File: config.mk
export PLATFORM = sky130hd
export DESIGN_NAME = display_scan_mux
export DESIGN_NICKNAME = d
export VERILOG_FILES = /design/src/rtl/display_pkg.sv /design/src/rtl/scan_timer.sv /design/src/rtl/display_scan_mux.sv
export SDC_FILE = /design/constraint.sdc
export NUM_CORES = 1
export LEC_CHECK = 0
export BUFFER_PORTS_ARGS = -buffer_cell sky130_fd_sc_hd__buf_2
export CORE_MARGIN = 2
export CORE_UTILIZATION = 40
export DETAILED_ROUTE_END_ITERATION = 7
export PLACE_DENSITY = 0.71
export SYNTH_ARGS = -nofsm -noshare
export SYNTH_HDL_FRONTEND = slang
export SYNTH_SLANG_ARGS = --single-unit
File: constraint.sdc
create_clock -name clk -period 5.9 [get_ports clk]
set_input_delay 0.59 -clock clk [delete_from_list [all_inputs] [get_ports clk]]
set_output_delay 0.59 -clock clk [all_outputs]
set_load 0.02 [all_outputs]
File: src/rtl/display_pkg.sv
// Shared types and constants for the multiplexed 4-digit display scanner.
package display_pkg;

    localparam int unsigned DIGIT_COUNT = 4;

    typedef enum logic {
        DEAD,
        DRIVE
    } scan_state_e;

    typedef logic [1:0] digit_idx_t;

    // Active-low anode pattern with only the selected digit enabled.
    function automatic logic [DIGIT_COUNT-1:0] anode_sel(input digit_idx_t idx);
        logic [DIGIT_COUNT-1:0] onehot;
        onehot = '0;
        onehot[idx] = 1'b1;
        return ~onehot;
    endfunction

endpackage

File: src/rtl/scan_timer.sv
// Per-slot cycle counter with terminal-count decode for the dead and drive phases.
module scan_timer #(
    parameter int unsigned SCAN_DIV    = 50000,
    parameter int unsigned DEAD_CYCLES = 16
) (
    input  logic clk,
    input  logic rst_n,
    output logic slot_start,
    output logic dead_done,
    output logic slot_done
);

    localparam int unsigned CW = (SCAN_DIV > 1) ? $clog2(SCAN_DIV) : 1;
    localparam logic [CW-1:0] DEAD_LAST = CW'(DEAD_CYCLES - 1);
    localparam logic [CW-1:0] SLOT_LAST = CW'(SCAN_DIV - 1);

    logic [CW-1:0] cnt_q;
    logic [CW-1:0] cnt_d;

    always_comb begin
        cnt_d = cnt_q + CW'(1);
        if (slot_done) begin
            cnt_d = '0;
        end
    end

    always_ff @(posedge clk) begin
        if (!rst_n) begin
            cnt_q <= '0;
        end else begin
            cnt_q <= cnt_d;
        end
    end

    assign slot_start = (cnt_q == '0);
    assign dead_done  = (cnt_q == DEAD_LAST);
    assign slot_done  = (cnt_q == SLOT_LAST);

endmodule

File: src/rtl/display_scan_mux.sv
// Four-digit time display scanner: dead-time separated anode multiplexing with
// per-frame input capture, digit blanking and colon drive, all outputs registered.
module display_scan_mux
    import display_pkg::*;
#(
    parameter int unsigned SCAN_DIV    = 50000,
    parameter int unsigned DEAD_CYCLES = 16
) (
    input  logic                   clk,
    input  logic                   rst_n,
    input  logic [15:0]            digits_in,
    input  logic [DIGIT_COUNT-1:0] blank_mask,
    input  logic                   lz_blank,
    input  logic                   colon_en,
    output logic [3:0]             digit_code,
    output logic [DIGIT_COUNT-1:0] an_n,
    output logic                   colon,
    output logic                   frame_start
);

    scan_state_e state_q, state_d;
    digit_idx_t  idx_q, idx_d;
    logic [15:0] frame_q, frame_d;

    logic [3:0]             digit_code_d;
    logic [DIGIT_COUNT-1:0] an_n_d;
    logic                   colon_d;
    logic                   frame_start_d;

    logic slot_start;
    logic dead_done;
    logic slot_done;
    logic capture;
    logic blanked;

    scan_timer #(
        .SCAN_DIV    (SCAN_DIV),
        .DEAD_CYCLES (DEAD_CYCLES)
    ) u_scan_timer (
        .clk        (clk),
        .rst_n      (rst_n),
        .slot_start (slot_start),
        .dead_done  (dead_done),
        .slot_done  (slot_done)
    );

    always_comb begin
        state_d = state_q;
        idx_d   = idx_q;
        unique case (state_q)
            DEAD: begin
                if (dead_done) begin
                    state_d = DRIVE;
                end
            end
            DRIVE: begin
                if (slot_done) begin
                    state_d = DEAD;
                    idx_d   = idx_q + 2'd1;
                end
            end
            default: begin
                state_d = DEAD;
            end
        endcase
    end

    // The output registers present the cycle the FSM is in now, so a capture made at
    // this edge must feed digit_code and the leading-zero test at the same edge.
    always_comb begin
        capture = (state_q == DEAD) && slot_start && (idx_q == 2'd0);
        frame_d = capture ? digits_in : frame_q;

        blanked = blank_mask[idx_q] ||
                  ((idx_q == 2'd3) && lz_blank && (frame_d[15:12] == 4'h0));

        digit_code_d  = frame_d[{idx_q, 2'b00} +: 4];
        frame_start_d = capture;
        an_n_d        = '1;
        colon_d       = 1'b0;
        if (state_q == DRIVE) begin
            if (!blanked) begin
                an_n_d = anode_sel(idx_q);
            end
            colon_d = (idx_q == 2'd2) && colon_en;
        end
    end

    always_ff @(posedge clk) begin
        if (!rst_n) begin
            state_q     <= DEAD;
            idx_q       <= 2'd0;
            frame_q     <= 16'h0000;
            digit_code  <= 4'h0;
            an_n        <= '1;
            colon       <= 1'b0;
            frame_start <= 1'b0;
        end else begin
            state_q     <= state_d;
            idx_q       <= idx_d;
            frame_q     <= frame_d;
            digit_code  <= digit_code_d;
            an_n        <= an_n_d;
            colon       <= colon_d;
            frame_start <= frame_start_d;
        end
    end

endmodule

* After elaboration in Yosys (flattened, before gate mapping)
Index checks and enable logic that the tools add are counted.
** Word-level totals
- Register bits after elaboration :: 45
- Input port bits :: 24
- Output and inout bits :: 10
** Cells by class
- $add $sub $neg :: 2
- Magnitude comparators :: 2
- Equality and inequality tests :: 4
- Shifts and indexed selects :: 1
- Muxes and demuxes :: 8
- Bitwise logic cells :: 3
- Reductions and logical operators :: 14
** Operators with widths (count)
- $add 16x1->16 const B :: 1
- $eq 16x16->1 const B :: 1
- $eq 16x4->1 const B :: 1
- $logic_not 16->1 :: 1
- $mux 16 :: 1
- $shiftx 16x5->4 :: 1
- $logic_and 1x1->1 :: 6
- $eq 2x2->1 const B :: 2
- $logic_not 4->1 :: 1
- $mux 1 :: 4
- $not 4->4 :: 1
- $reduce_and 2->1 :: 2
- $lt 2x3->1 const B :: 1
- $reduce_or 3->1 :: 1
- $add 2x1->2 const B :: 1
- $bmux 1 s2 :: 1
- $demux 1 s2 :: 1
- $ge 2x1->1 const B :: 1
- $logic_not 2->1 :: 1
- $not 1->1 :: 2
- $pmux 1 s2 :: 1
- $reduce_or 2->1 :: 1
- $logic_or 1x1->1 :: 1

* Longest topological paths before layout
Gate-level depths: netlist of the first run.
- Depth after elaboration :: 8
- Depth in mapped cells :: 9
- Mapped depth without buffers :: 7

* Modules after synthesis
A second synthesis of the first run with hierarchy kept.
** Unflattened totals
- Cell total of the unflattened synthesis :: 221
- Area, all modules :: 2085.8 sq um
** By module, submodules not included
- display_scan_mux :: instances 1, cells each 133, area an instance 1335.0 sq um, seq. area each 580.6 sq um
- scan_timer :: instances 1, cells each 88, area an instance 750.7 sq um, seq. area each 320.3 sq um

* Worst setup path before layout of the first run
Ideal clock, no wire load.
- Kind :: register to register
- Start point :: register idx_q[1]
- End point :: register digit_code[3]
- Setup time :: 0.117 ns
- Arrival time :: 1.886 ns
- Required time :: 5.783 ns
- Setup slack :: 3.897 ns
- Cell stages (with the launch flop) :: 10
- Buffers on the path :: 2
- Clock period less this slack :: 2.003 ns
- Cell sequence :: dfxtp_1 -> inv_2 -> ha_1 -> nand2_1 -> nor3_1 -> and2_4 -> buf_8 -> buf_12 -> mux4_1 -> a22o_1
** Between the ends
- Word-level cells in the longest chain between the ends :: 4
** Ends and longest elaborated chain
- start, declared :: RTL line display_scan_mux.sv:22 : digit_idx_t idx_q, idx_d;
- start signal, assigned :: RTL line display_scan_mux.sv:100 : idx_q <= idx_d;
- $logic_not 2->1 :: RTL line display_scan_mux.sv:71 : capture = (state_q == DEAD) && slot_start && (idx_q == 2'd0);
- $logic_and 1x1->1 :: RTL line display_scan_mux.sv:71
- $mux 16 :: RTL line display_scan_mux.sv:72 : frame_d = capture ? digits_in : frame_q;
- $shiftx 16x5->4 * :: RTL line display_scan_mux.sv:77 : digit_code_d = frame_d[{idx_q, 2'b00} +: 4];
- end signal, assigned :: RTL line display_scan_mux.sv:102 : digit_code <= digit_code_d;
- end, declared :: RTL line display_scan_mux.sv:15 : output logic [3:0] digit_code,
Every way passes the cells marked *; elsewhere a longest branch is shown, timed or not.
A chain may end at the register's enable or synchronous reset.

* Worst setup path in the final report of the first run
- Start point :: register idx_q[1]
- End point :: register digit_code[0]
The elaborated chain is that of the path after synthesis.

==> results.md, run 1 <==
- The tree is rooted in a clkbuf_8.
- Internal power comes to 0.000498 W.
- With fillers left out, the area of the finished cells amounts to 2390 um2.
- For this block, the initial DRC count from the detailed router was 94.
- The number of ports placed on the die boundary is 34.
- The layout cell share with drive strength beyond 1 is 21.0%.
- The analysis attributes to cell leakage a power of roughly 1 nW.
- The via density per instance is 4.89.
- The clock latency of the later-clocked register in the worst-skew pair is roughly 0.3 ns.
- For this configuration, the core starts out at a cell density of between 40% and 50%.
- The post-placement cell area is approximately 2300 um2.
- The quantity of gates resized following cts is 0.
- The number of violations of the max-capacitance limit is 0.
- For this run, the top clock speed supported by timing is ~0.42 GHz.
- The overall global routing resource usage is about 13%.
- The sequential cell area fraction in the yosys report is between 40% and 50%.
- Of the total power, registers draw 50.9%.
- The share of flip-flops with an asynchronous set or reset after synthesis is 0%.
- The post-detailed-route DRC marker count is 0.
- In this run the horizontal extent of the chip is 76.1 um.
- In this run the worst path has a maximum fanout of 24.
- The floorplan step defined a die boundary enclosing around 5800 um2.
- The mean routed wirelength per cell is about 13 um.
- The average footprint of a synthesized cell is roughly 11 um2.
- Row generation in the floorplan step produced 26 rows.
- The classification of the worst-slack hold path is flip-flop to flip-flop.
- The number of global-route vias before repair is between 1,000 and 1,500.
- The kind of start point of the critical path is a flip-flop.
- The library cells used most frequently in the layout, excluding fill and tap cells, are 45 x dfxtp_1, 33 x buf_2, 19 x nor2b_1.
- The total negative slack for setup checks is 0 ns.
- The synthesized instance count is between 150 and 200.
- Clock-pin slew was measured on the worst setup and hold paths at approximately 0.08 ns.
- TritonCTS built the clock tree.
- Dividing total power by cell area gives a power density of about 270 nW/um2.
- Of the total power, the clock network draws between 30% and 40%.
- Per report_power, the combinational group accounts for between 10% and 20% of the total.
- The vertical die dimension is 76.1 um.
- The synthesized netlist contains 32 unique library cells.
- The number of antenna violations at the first check in global routing is 0.
- The main flop type after synthesis is dfxtp_1.
- The net switching power figure is roughly 0.00015 W.
- The number of storage elements in the synthesis netlist is 45.
- The core region area is roughly 5100 um2.
- The actual slew at the worst max-slew pin is around 0.62 ns.
- The area growth from synthesis to layout is 15.0%.
- Routability-driven placement finished with a final weighted congestion of about 0.8.
- The number of slew-limit violations in the final report is 0.
- The post-detailed-routing wire length is between 3000 and 4000 um.
- The total congestion overflow is 0.
- The share of total power consumed by net switching is between 20% and 30%.
- The clock drives between 40 and 50 sinks.
- The cell area that synthesis handed to floorplanning was between 2000 and 2500 um2.
- IR analysis of the VDD net gives a maximum drop of between 100 and 150 uV.
- The number of diodes added for antenna fixing is 0.
- The number of flops mapped to enable cells by yosys is 0.
- STA puts the critical path data arrival time at between 2 and 3 ns.
- The final worst clock skew is 0.0109 ns.
- For this run, the detailed router's first-pass iteration total came to 4.
- The number of buffers added on ports is 33.
- The total CTS buffers is 5.
- The number of nets in the synthesized netlist is approximately 220.
- The worst endpoint required time is 6.09 ns.
- The first-pass GRT wire length is about 6300 um.
- The final hold violation count came to 0.
- Setup repair after global routing left no endpoint under its margin.
- The count of nets left with antenna violations after detail routing is 0.
- The final critical path takes up 40.5% of the cycle.
- By startpoint and endpoint, the worst setup path is classified as flip-flop to flip-flop.
- The clock period minus worst slack is 2.39 ns.
- The total setup buffers inserted after CTS is 0.
- The library cell used most frequently in the layout, excluding fill and tap cells, is dfxtp_1.
- The clock tree synthesis step divided the H-tree into 2 levels.
- The final layout contains approximately 260 nets.
- The sort of element at the end of the critical path is a flip-flop.
- The setup-violating endpoint count in the final report is 0.
- The deepest clock path buffer count is 2.
- The pin count of the biggest net entering global routing is 28.
- For this run, the number of Yosys warnings is 0.
- The via count is ~1,500.
- The run finished with clean final reports.
- Headroom to the max-slew limit came out at around three fifths.
- The count of hold-fix buffers inserted at cts is 0.
- Summed over all nets, the half-perimeter wirelength after detailed placement is 2850 um.
cell type report:
class	count	area, um2
clock buffers	7	86.3
multi-input cells	138	1100
fillers	487	2680
clock inverters	1	30.0
well taps	70	87.6
repair buffers	33	165
flip-flops and latches	45	901
inverters	5	18.8
layer usage:
| metal | routed length [um] | global-route usage [%] |
|---|---|---|
| met1 | 2050 | 19.8 |
| met2 | 1600 | 18.8 |
| met3 | 166 | 3.67 |
| met4 | 59 | 5.09 |
| met5 | 0 | 0 |
metrics by stage:
| stage | hold slack [ns] | power, W | util [%] | cells | setup WS [ns] |
|---|---|---|---|---|---|
| floorplan | 0.441 | 0.000399 | - | 194 | 3.90 |
| global placement | 0.469 | 0.000412 | 44.9 | 291 | 3.66 |
| detailed placement | 0.476 | 0.000413 | 44.9 | 291 | 3.56 |
| CTS | 0.500 | 0.000649 | 47.2 | 299 | 3.54 |
| global route | 0.536 | 0.000671 | 47.2 | 299 | 3.36 |
| finish | 0.492 | 0.000643 | 47.2 | 299 | 3.51 |
final timing paths:
path | to | slack [ns] | start | depth (start not counted)
hold reg to reg | u_scan_timer.cnt_q[0] | 0.49 | u_scan_timer.cnt_q[0] | 1
setup / recovery | digit_code[0] | 3.51 | idx_q[1] | 7
hold / removal | u_scan_timer.cnt_q[0] | 0.49 | u_scan_timer.cnt_q[0] | 1
setup reg to reg | digit_code[0] | 3.51 | idx_q[1] | 7
state kept, by name, summed over array words and instances, names as in the netlist:
name and count:
an_n 4, state_q 1, u_scan_timer.cnt_q 16, frame_start 1, idx_q 2, frame_q 16, colon 1, digit_code 4
worst max-delay path: stages, from the launching register on:
cell and delay (ns):
dfxtp_1 0.40, inv_2 0.21, ha_1 0.21, nand2_1 0.06, nor3_1 0.33, and2_4 0.47
mux4_2 0.36, a22o_1 0.24
synthesized netlist by cell type (2+ instances only):
library cell | instances | area share [%]
a22o_1 | 4 | 1.7
mux2i_1 | 17 | 8.2
nor2_1 | 18 | 3.2
nor2b_1 | 19 | 5.7
nand3_1 | 11 | 2.6
nand2_1 | 13 | 2.3
clkbuf_1 | 3 | 0.54
ha_1 | 6 | 3.6
and3_1 | 5 | 1.5
dfxtp_1 | 45 | 43
mux4_1 | 5 | 6.3
nor3_1 | 3 | 0.72
mux4_2 | 4 | 4.3
and4_1 | 2 | 0.84
nor4_1 | 4 | 1.2
and2_1 | 3 | 0.90
xnor2_1 | 5 | 2.1
inv_1 | 4 | 0.72
xor2_1 | 10 | 4.2
kinds of logic (layout without fill, tap and decap cells):
kind of cell,after synthesis,after routing,synth area share [%]
adders and majority gates,6,6,3.61
muxes,26,26,18.8
buffers and inverters,11,46,3.67
AOI/OAI and AO/OA,7,7,2.88
and+or+nand+nor,84,84,21.5
xor gates and xnor gates,15,15,6.31
DFF,45,45,43.3
power groups by stage:
stage | clock, W | sequential [W] | combinational [W]
after floorplan | 0 | 0.000336 | 0.0000633
after global placement | 0 | 0.000335 | 0.0000771
after detailed placement | 0 | 0.000334 | 0.0000788
after CTS | 0.000242 | 0.000327 | 0.0000791
after global routing | 0.000256 | 0.000329 | 0.0000850
final | 0.000237 | 0.000327 | 0.0000789
Power figures use the tool's default switching activity.
==> inputs of run 2 (changes only) <==
--- a/config.mk
+++ b/config.mk
@@ -5,11 +5,12 @@
 export SDC_FILE = /design/constraint.sdc
 export NUM_CORES = 1
 export LEC_CHECK = 0
+export ABC_AREA = 1
 export BUFFER_PORTS_ARGS = -buffer_cell sky130_fd_sc_hd__buf_2
 export CORE_MARGIN = 2
 export CORE_UTILIZATION = 40
 export DETAILED_ROUTE_END_ITERATION = 7
-export PLACE_DENSITY = 0.71
+export PLACE_DENSITY = 0.73
 export SYNTH_ARGS = -nofsm -noshare
 export SYNTH_HDL_FRONTEND = slang
 export SYNTH_SLANG_ARGS = --single-unit
==> constraint.sdc (replaced) <==
create_clock -name clk -period 2 [get_ports clk]
set_input_delay 0.2 -clock clk [delete_from_list [all_inputs] [get_ports clk]]
set_output_delay 0.2 -clock clk [all_outputs]
set_load 0.02 [all_outputs]
==> run 2 against run 1 <==
Compared with the run above: sequential power grew to 3.0 times the previous value; wire length grew 20%; utilization grew 0.94 points; flip-flop and latch count is the same; sequential share of layout area shrank 3.0 points; critical endpoint is now an_n[1].
==> results.md, run 2 <==
- The starting density of the core came to 40.8% (-0.19 points).
- The CTS root buffer is clkbuf_8.
- The core region area is 5410 um2 (+6.5%).
- The worst endpoint required time is 2.18 ns (-3.91 ns).
- The die width is 78.3 um (+2.8%).
- The synthesized instance count was 321 (+65%).
- The total CTS buffers came to 5 (unchanged).
- The peak clock frequency supported by timing is 0.568 GHz (+36%).
- The via count is 2,047 (+40%).
- The count of hold-fix buffers inserted at cts is 0 (unchanged).
- The fraction of the mapped netlist area in compound gates was 6.75% (+3.9 points).
- The overall global routing resource usage is 16.9% (+3.5 points).
- The largest registers in the layout are frame_q: 16 flops, u_scan_timer.cnt_q: 16 flops.
- The kind of start point of the critical path is a flip-flop.
- The total setup buffers inserted after CTS came to 0 (unchanged).
- Setup repair after global routing left no endpoint under its margin.
- The number of slew-limit violations in the final report is 0 (unchanged).
- The final estimated routing congestion in global placement was 0.837 (+4.8%).
- The multiplexer share of the synthesized area is 0% (-19 points).
- The vertical die dimension is 78.3 um (+2.8%).
- The period utilization is 88.0% (+47 points).
- The register-to-register setup slack is 0.24 ns (-3.27 ns).
- The cell type with the highest aggregate area in the netlist is dfxtp_1.
- The number of cells on the worst reg-to-reg path came to 11 (+4).
- The number of violations of the max-capacitance limit is 0 (unchanged).
- The global routing usage on met2 came to 28.6% (+9.9 points).
- The total negative slack for setup checks is 0 ns (unchanged).
- The pin count of the biggest net entering global routing was 24 (-14%).
- The final hold violation count is 0 (unchanged).
- The clock-pin slew on the worst setup and hold paths is 0.09 ns (about the same).
- The power consumption is 0.00200 W (+210%).
- The maximum level of the CTS H-tree is 2 (unchanged).
- The layout overhead on the synthesized area is 17.8%.
- The classification of the worst-slack hold path is input port to flip-flop.
- The stage delay of the slowest cell on the critical path is 0.32 ns (-0.15 ns).
- The netlist area before placement came to 2210 um2 (+6.0%).
- The total congestion overflow came to 0 (unchanged).
- The number of diodes added for antenna fixing came to 0 (unchanged).
- The sequential cell area fraction in the yosys report is 40.8% (-2.5 points).
- In this design, the critical path's most frequently occurring cell is nand3_1.
- The endpoint identified for the worst register-to-register timing path is an_n[1].
- The signal on the critical path passes through inv_1 > ha_1 > nand2_1 > inv_1 > nand3_1 > nor2_4 > nand2_4 > nand2_1 > a21oi_1 > nand3_1 > nand3_1.
- The startpoint identified for the worst register-to-register timing path is idx_q[0].
- The critical path in this run is classified as flip-flop to flip-flop.
- The path with the worst hold slack has its endpoint at colon.
- The basic-gate share of the synthesized area counting and, or, nand and nor cells was 38.3% (+17 points).
- The via density per instance was 4.72 (-3.5%).
- The library cell used most frequently in the layout, excluding fill and tap cells, is nand2_1.
- The number of storage elements in the synthesis netlist is 45 (unchanged).
- The number of antenna violations at the first check in global routing was 0 (unchanged).
- By count the netlist is led by 79 x nand2_1, 47 x inv_1, 45 x dfxtp_1.
- The final worst clock skew is 0.00983 ns (-0.00103 ns).
- By area the synthesized netlist is led by dfxtp_1 41%, nand2_1 13%, inv_1 8.0%.
- The actual slew at the worst max-slew pin is 0.380 ns (-0.244 ns).
- The share of flip-flops with an asynchronous set or reset after synthesis is 0% (unchanged).
- The mean routed wirelength per cell is 10.8 um (-17%).
- The worst setup path is captured at a flip-flop.
- The main flop type after synthesis is dfxtp_1.
- The worst max-slew margin expressed relative to the limit was 74.4% (+16 points).
- The setup-violating endpoint count in the final report came to 0 (unchanged).
- The leakage component of the power was 1.25 nW (+24%).
- The average footprint of a synthesized cell is 6.88 um2 (-36%).
- The die area was 6130 um2 (+5.7%).
- The highest fanout seen on the critical path is 15 (-38%).
- Among all stages on the critical path, the largest delay is contributed by dfxtp_1.
- The share of the synthesized area in the top cell type came to 40.8% (-2.5 points).
- The top cell types in the final layout, fill and taps aside, are 79 x nand2_1, 47 x inv_1, 45 x dfxtp_1.
- The adder-cell area share of the yosys netlist is 3.40% (-0.20 points).
- The number of design-rule violations left by the first detailed-router iteration came to 94 (unchanged).
- The number of global-route vias before repair is 1,891 (+42%).
- The number of buffers added on ports is 33 (unchanged).
- The ratio of total power to cell area was 770 nW/um2 (+190%).
- The worst IR drop on VDD is 430 uV (+260%).
- The worst min-delay path startpoint is colon_en.
- The worst hold path cell count is 3 (+2).
- The deepest clock path buffer count is 2 (unchanged).
- The iteration count of the initial detailed-routing pass was 4 (unchanged).
- The placed wire-length estimate is 3520 um (+23%).
- The layout cell share with drive strength beyond 1 is 16.9% (-4.1 points).
- The count of nets left with antenna violations after detail routing is 0 (unchanged).
- The clock latency of the later-clocked register in the worst-skew pair is 0.30 ns (about the same).
- The first-pass GRT wire length is 8300 um (+31%).
- The post-detailed-routing wire length is 4680 um (+20%).
- The quantity of gates resized following cts is 0 (unchanged).
- The global-route met1 utilization is 20.6% (+0.82 points).
- TritonCTS built the clock tree.
- The post-detailed-route DRC marker count is 0 (unchanged).
- The arrival time at the worst endpoint was 1.94 ns (-0.64 ns).
- The count of unique library cells instantiated by Yosys is 28 (-13%).
- The fraction of synthesized cell area in xor and xnor cells was 0.794% (-5.5 points).
- The number of cell rows is 27 (+3.8%).
- The number of flops mapped to enable cells by yosys came to 0 (unchanged).
- The number of ports placed on the die boundary was 34 (unchanged).
- The met3 routing resource usage after global routing was 4.02% (+0.35 points).
- The clock period minus worst slack is 1.76 ns (-0.631 ns).
- The run finished with clean final reports.
- The most frequent cell after synthesis is nand2_1.
- The number of nets in the synthesized netlist was 351 (+57%).
- The count of clock tree sinks was 45 (unchanged).
- The warning count from the yosys run is 0 (unchanged).
- The most congested layer reported by global routing is met2.
- The net total in the final layout is 391 (+52%).
- The combinational family with the most area after synthesis is simple AND/OR/NAND/NOR gates.
## run 2: logic make-up (layout without fill, tap and decap cells)
| family | after synthesis | after routing |
|---|---|---|
| XOR/XNOR | 2 | 2 |
| AO/OA/AOI/OAI | 27 | 27 |
| adder cells (fa/ha/maj) | 6 | 6 |
| AND/OR/NAND/NOR | 186 | 186 |
| flip-flops | 45 | 45 |
| buffers and inverters | 55 | 96 |
## run 2: per-stage QoR
stage / hold slack (ns) / std cells / setup WS (ns) / util, % / instance area, um2
4_1_cts: 0.109 / 434 / 0.220 / 48.1 / 2600
5_1_grt: 0.124 / 434 / 0.0311 / 48.1 / 2600
3_3_place_gp: 0.433 / 426 / 0.298 / 45.9 / 2480
3_5_place_dp: 0.439 / 426 / 0.228 / 45.9 / 2480
6_report: 0.118 / 434 / 0.240 / 48.1 / 2600
2_1_floorplan: 0.321 / 321 / 0.218 / - / 2210
## run 2: where the power goes
group          internal [W]  total (W)  leakage [nW]  switching, W
clock network      0.000406   0.000723        0.0574      0.000317
registers          0.000953   0.000971         0.369     0.0000177
logic              0.000115   0.000307         0.824      0.000192
## run 2: layout make-up
cell class / count / area [um2]
fill: 545 / 2810
timing repair buffer: 41 / 225
inverter: 47 / 176
clock inverter: 2 / 37.5
clock buffer: 6 / 82.6
sequential: 45 / 901
tap: 72 / 90.1
multi-input combinational: 221 / 1090
## run 2: layer usage
metal,routed length [um],part of all wire (%)
met3,253,5.4
met4,74,1.6
met1,2230,48
met5,0,0
met2,2120,45
## run 2: worst max-delay path by stage
stage / from / to
finish: idx_q[0] / an_n[1]
global placement: u_scan_timer.cnt_q[0] / u_scan_timer.cnt_q[12]
CTS: idx_q[0] / an_n[1]
detailed placement: idx_q[0] / an_n[1]
global route: idx_q[0] / an_n[3]
floorplan: idx_q[0] / digit_code[3]
## run 2: worst max-delay path: cells and delay by family (launching register included)
| kind | cells | cell delay (ns) |
|---|---|---|
| compound gates | 1 | 0.06 |
| buf+inv | 2 | 0.12 |
| fa+ha+maj | 1 | 0.16 |
| flops | 1 | 0.32 |
| simple gates | 7 | 0.98 |
==> inputs of run 3 (changes only) <==
--- a/config.mk
+++ b/config.mk
@@ -10,7 +10,6 @@
 export CORE_MARGIN = 2
 export CORE_UTILIZATION = 40
 export DETAILED_ROUTE_END_ITERATION = 7
-export PLACE_DENSITY = 0.73
 export SYNTH_ARGS = -nofsm -noshare
 export SYNTH_HDL_FRONTEND = slang
 export SYNTH_SLANG_ARGS = --single-unit
==> constraint.sdc (replaced) <==
create_clock -name clk -period 1.7 [get_ports clk]
set_input_delay 0.17 -clock clk [delete_from_list [all_inputs] [get_ports clk]]
set_output_delay 0.17 -clock clk [all_outputs]
set_load 0.02 [all_outputs]
==> run 3 against run 2 <==
Compared with the run above: non-clock buffer count up 13; cell count grew 3.0%; clock-buffer cell count increased by 1; flip-flop and latch count is the same; first-iteration DRC count decreased by 24%; register-to-register slack worse by 0.19 ns; wire length is 11% higher; combinational power grew 64%; die area did not move; via count increased by 2.7%; worst hold slack got worse by 0.032 ns; critical path type unchanged.
==> results.md, run 3 (synthesis gave the netlist of run 2 again) <==
- The count of hold-fix buffers inserted at cts is 0 (unchanged).
- The layout cell share with drive strength beyond 1 is 29.9% (+13 points).
- The part of the total power dissipated in combinational logic is 21.8% (+6.5 points).
- The clock period minus worst slack is 1.65 ns (-0.109 ns).
- Relative to the synthesized area, the layout overhead comes to 29.6%.
- The net switching power figure was 0.000656 W (+25%).
- The period utilization is 97.1% (+9.1 points).
- The critical path's most frequent cell is nand2_4.
- The power consumption came to 0.00231 W (+15%).
- The number of design-rule violations left by the first detailed-router iteration came to 71 (-24%).
- The actual slew at the worst max-slew pin was 0.384 ns (+0.00347 ns).
- The internal power of the cells is 0.00165 W (+12%).
- The placed wire-length estimate was 3690 um (+4.9%).
- The vertical die dimension is 78.3 um (unchanged).
- The final hold violation count is 0 (unchanged).
- The CTS root buffer is clkbuf_8.
- The die width is 78.3 um (unchanged).
- The total negative slack for setup checks came to 0 ns (unchanged).
- The count of clock tree sinks came to 45 (unchanged).
- The number of antenna violations at the first check in global routing is 0 (unchanged).
- The power share of the clock group is 28.8% (-7.3 points).
- The post-detailed-route DRC marker count is 0 (unchanged).
- The setup slack at placement was -0.0225 ns (-0.251 ns).
- The iteration count of the initial detailed-routing pass is 4 (unchanged).
- The TritonCTS clock tree is built.
- The smallest setup slack after layout is 0.0490 ns (-0.191 ns).
- The number of ports placed on the die boundary came to 34 (unchanged).
- The final worst clock skew is 0.00250 ns (-0.00734 ns).
- The overall global routing resource usage is 17.5% (+0.63 points).
- The mean routed wirelength per cell is 11.6 um (+7.6%).
- The worst IR drop on VDD is 300 uV (-30%).
- Setup repair after global routing could not meet its margin everywhere.
- The share of total power consumed by net switching is 28.4% (+2.1 points).
- The flow ran to the end, and the final reports show no timing, DRC or antenna violations.
- In the layout the commonest cells are 67 x nand2_1, 42 x inv_1, 40 x dfxtp_1.
- The number of global-route vias before repair is 1,919 (+1.5%).
- The arrival time at the worst endpoint came to 1.88 ns (-0.06 ns).
- The number of diodes added for antenna fixing came to 0 (unchanged).
- The master of the slowest instance on the critical path is dfxtp_2.
- The number of violations of the max-capacitance limit is 0 (unchanged).
- The final estimated routing congestion in global placement was 0.797 (-4.7%).
- The number of buffers added on ports is 33 (unchanged).
- The worst endpoint required time is 1.93 ns (-0.25 ns).
- The number of cell rows was 27 (unchanged).
- The core region area was 5410 um2 (unchanged).
- The starting density of the core is 40.8% (unchanged).
- The critical path is of the flip-flop to flip-flop type.
- The net total in the final layout came to 405 (+3.6%).
- The die area was 6130 um2 (unchanged).
- The classification of the worst-slack hold path is input port to flip-flop.
- STA classifies the critical path endpoint as a flip-flop.
- The post-detailed-routing wire length came to 5180 um (+11%).
- The kind of cell with the highest combined delay along the critical path is simple AND/OR/NAND/NOR gates.
- The count of nets left with antenna violations after detail routing came to 0 (unchanged).
- The leakage component of the power is 1.34 nW (+7.4%).
- The post-route core utilization is 52.9% (+4.8 points).
- The peak clock frequency supported by timing is 0.606 GHz (+6.6%).
- The number of buffer and inverter stages on the critical path is 3 (+1).
- The maximum level of the CTS H-tree was 2 (unchanged).
- The via density per instance is 4.70 (-0.30%).
- In the final layout, the registers with the most flip-flops are frame_q: 16 flops, u_scan_timer.cnt_q: 16 flops.
- The most common cell after layout, fill and taps aside is nand2_1.
- The clock-pin slew on the worst setup and hold paths is 0.08 ns (about the same).
- The worst max-slew margin expressed relative to the limit is 74.2% (-0.23 points).
- The first-pass GRT wire length was 8510 um (+2.5%).
- The signal on the critical path passes through inv_2 > ha_4 > nand2_4 > inv_2 > nand3_2 > nor2_4 > buf_12 > nand2_8 > nand2_4 > nand2_4 > nand2_2 > nand3_2 > a21oi_2.
- The number of slew-limit violations in the final report is 0 (unchanged).
- The deepest clock path buffer count is 2 (unchanged).
- The ratio of total power to cell area came to 807 nW/um2 (+4.9%).
- The worst setup path is launched from a flip-flop.
- The pin count of the biggest net entering global routing was 24 (unchanged).
- The sequential group share of total power is 49.5% (+1.0 points).
- The total congestion overflow is 0 (unchanged).
- The setup-violating endpoint count in the final report is 0 (unchanged).
- The stage delay of the slowest cell on the critical path came to 0.33 ns (about the same).
- The via count is 2,102 (+2.7%).
- The clock latency of the later-clocked register in the worst-skew pair is 0.29 ns (about the same).
- The highest fanout seen on the critical path is 8 (-7).
- The total CTS buffers is 5 (unchanged).
[run 3: path summary, 6_finish.rpt]
path         slack, ns  cells past startpoint                   from                     to
min reg2reg       0.44                      1  u_scan_timer.cnt_q[0]  u_scan_timer.cnt_q[0]
min               0.09                      3               colon_en                  colon
max               0.05                     13               idx_q[1]          digit_code[2]
max reg2reg       0.05                     13               idx_q[1]          digit_code[2]
[run 3: metrics by stage]
| step | cell area [um2] | std cells | hold slack, ns |
|---|---|---|---|
| floorplan | 2220 | 321 | 0.291 |
| global placement | 2540 | 434 | 0.394 |
| detailed placement | 2540 | 434 | 0.402 |
| CTS | 2640 | 441 | 0.0787 |
| global route | 2860 | 447 | 0.0847 |
| finish | 2860 | 447 | 0.0863 |
[run 3: what timing repair did]
action,CTS,global route
resized for setup,2,50
setup endpoints to repair,4,11
pin swaps,0,17
cloned,0,1
buffers inserted,0,5
[run 3: cell type report]
cell class                 instances  area [um2]
inverter                          47         176
multi-input combinational        222        1250
fill                             544        2540
sequential                        45         910
clock buffer                       7        86.3
tap                               72        90.1
timing repair buffer              54         347
[run 3: worst register-to-register path, stage by stage (launching register included)]
cell     delay, ns
dfxtp_2       0.33
inv_2         0.07
ha_4          0.15
nand2_4       0.05
inv_2         0.04
nand3_2       0.08
nor2_4        0.19
buf_12        0.14
nand2_8       0.10
nand2_4       0.11
nand2_4       0.07
nand2_2       0.06
nand3_2       0.07
a21oi_2       0.14
[run 3: metal layers]
layer,share of wire [%],GRT usage [%],vias up
met5,0,0,-
met4,1.4,6.32,0
met3,4.6,4.25,6
met2,47,29.9,35
met1,47,21.5,941
li1,-,-,1120
[run 3: power groups by stage]
| stage | clock, W | sequential (W) | combinational (W) |
|---|---|---|---|
| after global routing | 0.000734 | 0.00115 | 0.000563 |
| after global placement | 0 | 0.00117 | 0.000380 |
| after CTS | 0.000685 | 0.00114 | 0.000389 |
| after floorplan | 0 | 0.00118 | 0.000263 |
| final | 0.000664 | 0.00114 | 0.000503 |
| after detailed placement | 0 | 0.00117 | 0.000384 |
